**config.mk**
```make
export PLATFORM = sky130hd
export DESIGN_NAME = uart_tx_serializer_flat
export DESIGN_NICKNAME = d
export VERILOG_FILES = /design/src/rtl/uart_pkg.sv /design/src/rtl/uart_tx_serializer_if.sv /design/src/rtl/uart_baud_gen.sv /design/src/rtl/uart_tx_serializer.sv /design/src/flat_wrapper.sv
export SDC_FILE = /design/constraint.sdc
export NUM_CORES = 1
export LEC_CHECK = 0
export ABC_AREA = 1
export BUFFER_PORTS_ARGS = -buffer_cell sky130_fd_sc_hd__buf_4
export CAP_MARGIN = 20
export CORE_MARGIN = 5
export CORE_UTILIZATION = 50
export CTS_CLUSTER_SIZE = 40
export DETAILED_ROUTE_END_ITERATION = 10
export HOLD_SLACK_MARGIN = 0.03
export PLACE_DENSITY_LB_ADDON = 0.05
export SLEW_MARGIN = 20
export SYNTH_ARGS = -nofsm -noshare
export SYNTH_HDL_FRONTEND = slang
export SYNTH_SLANG_ARGS = --single-unit
```
**constraint.sdc**
```tcl
create_clock -name pclk -period 1.7 [get_ports pclk]
set_input_delay 0.34 -clock pclk [delete_from_list [all_inputs] [get_ports pclk]]
set_output_delay 0.34 -clock pclk [all_outputs]
set_load 0.05 [all_outputs]
```
**src/rtl/uart_pkg.sv**
```systemverilog
// rtl/uart_pkg.sv - shared UART transmit states, line-control encodings and frame timing constants
package uart_pkg;

  localparam int OS_RATE        = 16;
  localparam int STOP_TICKS_1   = 16;
  localparam int STOP_TICKS_1P5 = 24;
  localparam int STOP_TICKS_2   = 32;

  localparam logic [1:0] WLS_5 = 2'b00;
  localparam logic [1:0] WLS_6 = 2'b01;
  localparam logic [1:0] WLS_7 = 2'b10;
  localparam logic [1:0] WLS_8 = 2'b11;

  typedef enum logic [2:0] {IDLE, START, DATA, PARITY, STOP} tx_state_e;

  // Parity over the low N data bits; stick parity ignores the data entirely.
  function automatic logic tx_parity(input logic [7:0] data, input logic [1:0] wls,
                                     input logic eps, input logic sp);
    int   nbits;
    logic x;
    nbits = 8;
    case (wls)
      WLS_5: nbits = 5;
      WLS_6: nbits = 6;
      WLS_7: nbits = 7;
      WLS_8: nbits = 8;
    endcase
    x = 1'b0;
    for (int i = 0; i < 8; i++) begin
      if (i < nbits) x = x ^ data[i];
    end
    if (sp) return ~eps;
    return eps ? x : ~x;
  endfunction

endpackage

```
**src/rtl/uart_tx_serializer_if.sv**
```systemverilog
// rtl/uart_tx_serializer_if.sv - character handshake between the THR/TX-FIFO and the transmit engine
interface uart_tx_serializer_if #(parameter int DATA_W = 8);
  logic [DATA_W-1:0] tx_data;
  logic              tx_valid;
  logic              tx_ready;

  modport master (output tx_data, output tx_valid, input  tx_ready);
  modport slave  (input  tx_data, input  tx_valid, output tx_ready);
endinterface

```
**src/rtl/uart_baud_gen.sv**
```systemverilog
// rtl/uart_baud_gen.sv - divisor prescaler producing one tick every DIV clocks, restartable
module uart_baud_gen #(
  parameter int DIV_W = 16
) (
  input  logic             clk,
  input  logic             rst_n,
  input  logic [DIV_W-1:0] div_i,
  input  logic             restart_i,
  output logic             tick_o
);

  logic [DIV_W-1:0] cnt_q, cnt_d;

  // A new divisor is only picked up at reload, so a mid-bit change never shortens a tick.
  always_comb begin
    tick_o = !restart_i && (cnt_q == '0) && (div_i != '0);
    cnt_d  = cnt_q - 1'b1;
    if (restart_i || (cnt_q == '0)) cnt_d = (div_i == '0) ? '0 : div_i - 1'b1;
  end

  always_ff @(posedge clk or negedge rst_n) begin
    if (!rst_n) cnt_q <= '0;
    else        cnt_q <= cnt_d;
  end

endmodule

```
**src/rtl/uart_tx_serializer.sv**
```systemverilog
// rtl/uart_tx_serializer.sv - UART transmit engine: start/data/parity/stop framing on txd
// Optional break control (brk_i) is built when UART_TX_BREAK_EN is defined.
module uart_tx_serializer
  import uart_pkg::*;
#(
  parameter int DATA_W = 8,
  parameter int DIV_W  = 16
) (
  input  logic                       pclk,
  input  logic                       presetn,
  uart_tx_serializer_if.slave        tx_if,
  input  logic [1:0]                 wls_i,
  input  logic                       stb_i,
  input  logic                       pen_i,
  input  logic                       eps_i,
  input  logic                       sp_i,
  input  logic                       loop_i,
  input  logic [7:0]                 dll_i,
  input  logic [7:0]                 dlh_i,
  input  logic                       utrst_i,
`ifdef UART_TX_BREAK_EN
  input  logic                       brk_i,
`endif
  output logic                       txd_o,
  output logic                       txd_int_o,
  output logic                       tsr_load_o,
  output logic                       shift_cnt_eq_o,
  output logic                       tx_busy_o
);

  tx_state_e         state_q, state_d;
  logic [4:0]        tick_cnt_q, tick_cnt_d;
  logic [2:0]        bit_cnt_q, bit_cnt_d;
  logic [DATA_W-1:0] shift_q, shift_d;
  logic              par_q, par_d;
  logic [1:0]        wls_q, wls_d;
  logic              stb_q, stb_d, pen_q, pen_d;
  logic              txd_int_q, txd_int_d;
  logic [DIV_W-1:0]  div;
  logic              tick, load, bit_done;
  logic [4:0]        last_tick;

  assign div            = {dlh_i, dll_i};
  assign tx_if.tx_ready = (state_q == IDLE) && utrst_i && (div != '0);
  assign load           = tx_if.tx_ready && tx_if.tx_valid;

  uart_baud_gen #(.DIV_W(DIV_W)) u_baud (
    .clk      (pclk),
    .rst_n    (presetn),
    .div_i    (div),
    .restart_i(load),
    .tick_o   (tick)
  );

  always_comb begin
    state_d        = state_q;
    tick_cnt_d     = tick_cnt_q;
    bit_cnt_d      = bit_cnt_q;
    shift_d        = shift_q;
    par_d          = par_q;
    wls_d          = wls_q;
    stb_d          = stb_q;
    pen_d          = pen_q;
    shift_cnt_eq_o = 1'b0;

    last_tick = 5'(OS_RATE - 1);
    if (state_q == STOP) begin
      if (!stb_q)              last_tick = 5'(STOP_TICKS_1 - 1);
      else if (wls_q == WLS_5) last_tick = 5'(STOP_TICKS_1P5 - 1);
      else                     last_tick = 5'(STOP_TICKS_2 - 1);
    end
    bit_done = tick && (state_q != IDLE) && (tick_cnt_q == last_tick);

    // Line control is snapshotted with the character so LCR writes mid-frame are harmless.
    if (state_q == IDLE) begin
      if (load) begin
        state_d    = START;
        tick_cnt_d = '0;
        bit_cnt_d  = '0;
        shift_d    = tx_if.tx_data;
        par_d      = tx_parity(tx_if.tx_data, wls_i, eps_i, sp_i);
        wls_d      = wls_i;
        stb_d      = stb_i;
        pen_d      = pen_i;
      end
    end else if (tick) begin
      tick_cnt_d = bit_done ? 5'd0 : tick_cnt_q + 5'd1;
    end

    if (bit_done) begin
      case (state_q)
        START:  state_d = DATA;
        DATA: begin
          shift_d = shift_q >> 1;
          if (bit_cnt_q == {1'b1, wls_q}) state_d = pen_q ? PARITY : STOP;
          else                            bit_cnt_d = bit_cnt_q + 3'd1;
        end
        PARITY: state_d = STOP;
        STOP: begin
          state_d        = IDLE;
          shift_cnt_eq_o = 1'b1;
        end
        default: state_d = state_q;
      endcase
    end

    if (!utrst_i) begin
      state_d        = IDLE;
      tick_cnt_d     = '0;
      shift_cnt_eq_o = 1'b0;
    end

    case (state_d)
      START:   txd_int_d = 1'b0;
      DATA:    txd_int_d = shift_d[0];
      PARITY:  txd_int_d = par_d;
      default: txd_int_d = 1'b1;
    endcase
  end

  always_ff @(posedge pclk or negedge presetn) begin
    if (!presetn) begin
      state_q    <= IDLE;
      tick_cnt_q <= '0;
      bit_cnt_q  <= '0;
      shift_q    <= '0;
      par_q      <= 1'b0;
      wls_q      <= '0;
      stb_q      <= 1'b0;
      pen_q      <= 1'b0;
      txd_int_q  <= 1'b1;
    end else begin
      state_q    <= state_d;
      tick_cnt_q <= tick_cnt_d;
      bit_cnt_q  <= bit_cnt_d;
      shift_q    <= shift_d;
      par_q      <= par_d;
      wls_q      <= wls_d;
      stb_q      <= stb_d;
      pen_q      <= pen_d;
      txd_int_q  <= txd_int_d;
    end
  end

  assign tsr_load_o = load;
  assign tx_busy_o  = (state_q != IDLE);

`ifdef UART_TX_BREAK_EN
  assign txd_int_o = txd_int_q & ~brk_i;
  assign txd_o     = (loop_i | txd_int_q) & ~brk_i;
`else
  assign txd_int_o = txd_int_q;
  assign txd_o     = loop_i | txd_int_q;
`endif

endmodule

```
**src/flat_wrapper.sv**
```systemverilog
// flat-port wrapper written by rule: the top's interface ports become plain ports
module uart_tx_serializer_flat import uart_pkg::*;
#(
  parameter int DATA_W = 8,
  parameter int DIV_W  = 16
)
  (pclk, presetn, wls_i, stb_i, pen_i, eps_i, sp_i, loop_i, dll_i, dlh_i, utrst_i, txd_o, txd_int_o, tsr_load_o, shift_cnt_eq_o, tx_busy_o, tx_if_tx_data, tx_if_tx_valid, tx_if_tx_ready);
  uart_tx_serializer_if #(.DATA_W(DATA_W)) tx_if_i ();
  input  logic pclk;
  input  logic presetn;
  input  logic [1:0] wls_i;
  input  logic stb_i;
  input  logic pen_i;
  input  logic eps_i;
  input  logic sp_i;
  input  logic loop_i;
  input  logic [7:0] dll_i;
  input  logic [7:0] dlh_i;
  input  logic utrst_i;
  output logic txd_o;
  output logic txd_int_o;
  output logic tsr_load_o;
  output logic shift_cnt_eq_o;
  output logic tx_busy_o;
  input wire logic [$bits(tx_if_i.tx_data)-1:0] tx_if_tx_data;
  input wire logic [$bits(tx_if_i.tx_valid)-1:0] tx_if_tx_valid;
  output wire logic [$bits(tx_if_i.tx_ready)-1:0] tx_if_tx_ready;
  assign tx_if_i.tx_data = tx_if_tx_data;
  assign tx_if_i.tx_valid = tx_if_tx_valid;
  assign tx_if_tx_ready = tx_if_i.tx_ready;
  uart_tx_serializer #(.DATA_W(DATA_W), .DIV_W(DIV_W)) u_core (.pclk(pclk), .presetn(presetn), .tx_if(tx_if_i), .wls_i(wls_i), .stb_i(stb_i), .pen_i(pen_i), .eps_i(eps_i), .sp_i(sp_i), .loop_i(loop_i), .dll_i(dll_i), .dlh_i(dlh_i), .utrst_i(utrst_i), .txd_o(txd_o), .txd_int_o(txd_int_o), .tsr_load_o(tsr_load_o), .shift_cnt_eq_o(shift_cnt_eq_o), .tx_busy_o(tx_busy_o));
endmodule
```
==> out/metrics.csv <==
stage;metric;value;unit
worst_setup_path;rrSetupSlack;-0.59;ns
route;vias_per_cell;5.20;
worst_setup_path;timing.rr.start;u_core.u_baud.cnt_q[0];
finish;final_area;4770;um2
route;drt_iter0_drc;152;
floorplanning;start_util;51.0;%
worst_setup_path;cp_max_fo;3;
floorplanning;die_x;87.5;um
place;place_ws;-0.327;ns
pwr;peakVddDrop;626;uV
logic_synthesis;yosysTopAreaCell;dfrtp_1;
logic_synthesis;synth-xor-area-share;7.29;%
place;post_dp_cell_area;4090;um2
logic_synthesis;yosysMostFrequentCell;nand2_1;
timing;whs;0.0106;ns
global_routing;grt.total_usage;24.4;%
clock_tree;h-tree-depth;2;
place;io_buffers;40;
global_routing;grt_max_degree;42;
global_routing;first_global_vias;3385;
hold_path;hp-class;input port to async pin;
logic_synthesis;synth_warnings;0;
worst_setup_path;reg2reg_depth;15;
worst_setup_path;cp.required;1.36;ns
logic_synthesis;synth_adder_area_share;2.08;%
floorplanning;fp.dieH;87.5;um
route;drc_errors;0;
finish;layout.nets;624;
finish;n_fill_cell;369;
timing;tightest_slew;0.537;ns
route;ant_nets;0;
timing;setup_slack;-0.655;ns
timing;finalCriticalPeriod;2.36;ns
clock_tree;cts_tree;built;
worst_setup_path;critPathLaunch;u_core.u_baud.cnt_q[0];
route;drt-pass1-iter-count;4;
logic_synthesis;netlist_instances;427;
worst_setup_path;arrival;2.02;ns
clock_tree;max-clock-path-buffers;2;
worst_setup_path;slowest_delay;0.40;ns
logic_synthesis;synth_edf_count;0;
timing;finalClockSkew;0.00774;ns
worst_setup_path;r2r-end;u_core.txd_int_o;
timing;fmaxAchievable;425;MHz
timing;slew_violations;0;
floorplanning;rows;28;
clock_tree;numCtsBuffers;5;
outcome;outcome;finished with violations;
timing;rsz0062_at_grt;yes;
timing;fin_crit_sh;139;%
finish;seq_area;1030;um2
outcome;violations;negative setup slack;
logic_synthesis;synth-simple-area-share;35.8;%
timing;slew_headroom;64.2;%
worst_setup_path;path_cells;inv_2 -> ha_4 -> nand3_4 -> nor2_4 -> nand4_1 -> nor2_2 -> nand2_2 -> inv_2 -> nand2_2 -> nor3_4 -> buf_6;
job;cap_violations;0;
clock_tree;cts-root-buf;clkbuf_8;
finish;syn2layout_area_growth;58.8;%
floorplanning;fp.dieArea;7650;um2
finish;drive_gt1_share;42.9;%
timing;finalSetupViolCount;39;
clock_tree;clk_latency;0.30;ns
pwr;power_leakage;2.38;nW
logic_synthesis;synth_common_cells;nand2_1 (107), inv_1 (62), nor2_1 (49), dfrtp_1 (40), nand3_1 (36);
logic_synthesis;synth-main-ff-cell;dfrtp_1;
logic_synthesis;synth_seq_cells;41;
clock_tree;clk_pin_slew;0.08;ns
worst_setup_path;crit_end;shift_cnt_eq_o;
logic_synthesis;synth_nets;467;
finish;diodes;0;
logic_synthesis;netlist_area;3000;um2
worst_setup_path;critical_path.endpoint_type;output port;
route;vias;3434;
route;wl_per_cell;14.3;um
timing;hold_viol_final;0;
logic_synthesis;yosysSeqAreaShare;34.2;%
floorplanning;fp.coreArea;5890;um2
place;dp_hpwl;6.27;mm
worst_setup_path;critical_path_class;register to output port;
global_routing;grt_overflow;0;
global_routing;antenna_found_initial;0;
pwr;p_per_area;814;nW/um2
floorplanning;ios;41;
logic_synthesis;yosys-top-cells-area;dfrtp_1 (33%), nand2_1 (13%), inv_1 (7.8%), nor2_1 (6.1%), nand3_1 (6.0%);
logic_synthesis;synth_top_family_by_area;simple AND/OR/NAND/NOR gates;
worst_setup_path;start_kind;register;
timing;fin_setup_tns;-11.78;ns
logic_synthesis;muxShareOfSynthArea;0.375;%
logic_synthesis;syn_area_per_cell;7.03;um2
clock_tree;clkSinkCount;41;
logic_synthesis;synthArstFlopShare;100;%
logic_synthesis;synth.distinct_cells;41;
worst_setup_path;cp_slowest_cell;dfrtp_1;
global_routing;grt_pass1_wl;14.6;mm
logic_synthesis;synth_top_area_share;33.3;%
logic_synthesis;synth-compound-area-share;9.30;%
place;gp_congestion;0.926;
route;routed_wl;9.43;mm
finish;multi_input_area;1960;um2
==> worst min-delay path by stage <==
stage,endpoint,slack (ns),cells after the start
final,u_core.tick_cnt_q[2],0.01,1
after global routing,u_core.shift_q[1],0.06,1
after CTS,u_core.state_q[2],0.04,1
after detailed placement,u_core.tick_cnt_q[4],0.36,1
after global placement,u_core.tick_cnt_q[2],0.36,1
after floorplan,u_core.bit_cnt_q[0],0.04,0
==> layer usage <==
layer	global-route usage (%)	routed length, um	vias up
met5	0	0	-
met4	11.2	291	0
met3	3.22	538	32
met2	43.2	4800	124
met1	29.1	3800	1589
li1	-	-	1689
==> cells by family after synthesis <==
family | Yosys count
and+or+nand+nor | 232
adders and majority gates | 5
AOI/OAI and AO/OA | 46
DFF | 41
muxes | 1
buffers and inverters | 77
xor gates and xnor gates | 25
==> layout make-up <==
cell class              count  share of cell area, %
clock buffers               6                   1.52
inverters                  70                   5.83
well taps                  75                   1.97
multi-input cells         309                   41.2
flip-flops and latches     41                   21.6
repair buffers            157                   27.2
clock inverters             2                  0.735
==> state kept, by name, indices dropped and copies added (netlist names) <==
| name | flops |
|---|---|
| u_core.u_baud.cnt_q | 16 |
| u_core.shift_q | 8 |
| u_core.tick_cnt_q | 5 |
| u_core.bit_cnt_q | 3 |
| u_core.state_q | 3 |
| u_core.wls_q | 2 |
| u_core.par_q | 1 |
| u_core.pen_q | 1 |
| u_core.stb_q | 1 |
| u_core.txd_int_o | 1 |
==> repair_timing <==
| item | CTS | global route |
|---|---|---|
| resized for setup | 58 | 44 |
| setup buffers | 31 | 12 |
| gates cloned | 0 | 1 |
| setup endpoints to repair | 39 | 40 |
| endpoints found under the hold margin | 0 | 0 |
| pin swaps | 15 | 12 |
| hold buffers | 0 | 0 |
==> report_power, final <==
| group | total [mW] | switching [mW] | internal [mW] |
|---|---|---|---|
| clock network | 0.783 | 0.347 | 0.436 |
| logic | 1.80 | 0.896 | 0.904 |
| registers | 1.30 | 0.131 | 1.17 |
| total | 3.88 | 1.37 | 2.51 |
==> layout by cell type (no fill, tap or decap), types with 2 or more instances in the layout <==
master and count:
inv_4 2, inv_2 10, o21ai_1 6, dfrtp_1 39
nand3_1 32, nand3_4 5, nand3_2 3, nor2_1 38
xor2_1 19, nor2_2 6, nand2_2 15, nor3_4 2
o21ai_2 4, o22ai_4 2, nand2_1 94, buf_8 2
o22ai_2 9, a31oi_1 4, a21oi_1 2, a31oi_2 2
buf_12 2, nand3b_1 2, buf_6 16, o21ai_0 10
xnor2_1 6, nand2_4 3, a21oi_2 2, clkbuf_8 5
nand4_1 12, nor3_1 5, ha_1 3, nor2_4 9
inv_1 56, buf_4 136
==> stage by stage <==
step           power [mW]  instances  utilization (%)
2_1_floorplan        2.01        427                -
3_3_place_gp         2.62        627             69.5
3_5_place_dp         2.67        627             69.5
4_1_cts              3.69        654             77.6
5_1_grt              4.09        660             81.0
6_report             3.88        660             81.0
==> worst max-delay path: cells and delay by family, from the launching register on <==
family	cells	cell delay [ns]
adder cells (fa/ha/maj)	1	0.14
buffers and inverters	3	0.35
flip-flops	1	0.40
AND/OR/NAND/NOR	7	0.82
No activity file was read; power rests on OpenSTA's default activity.
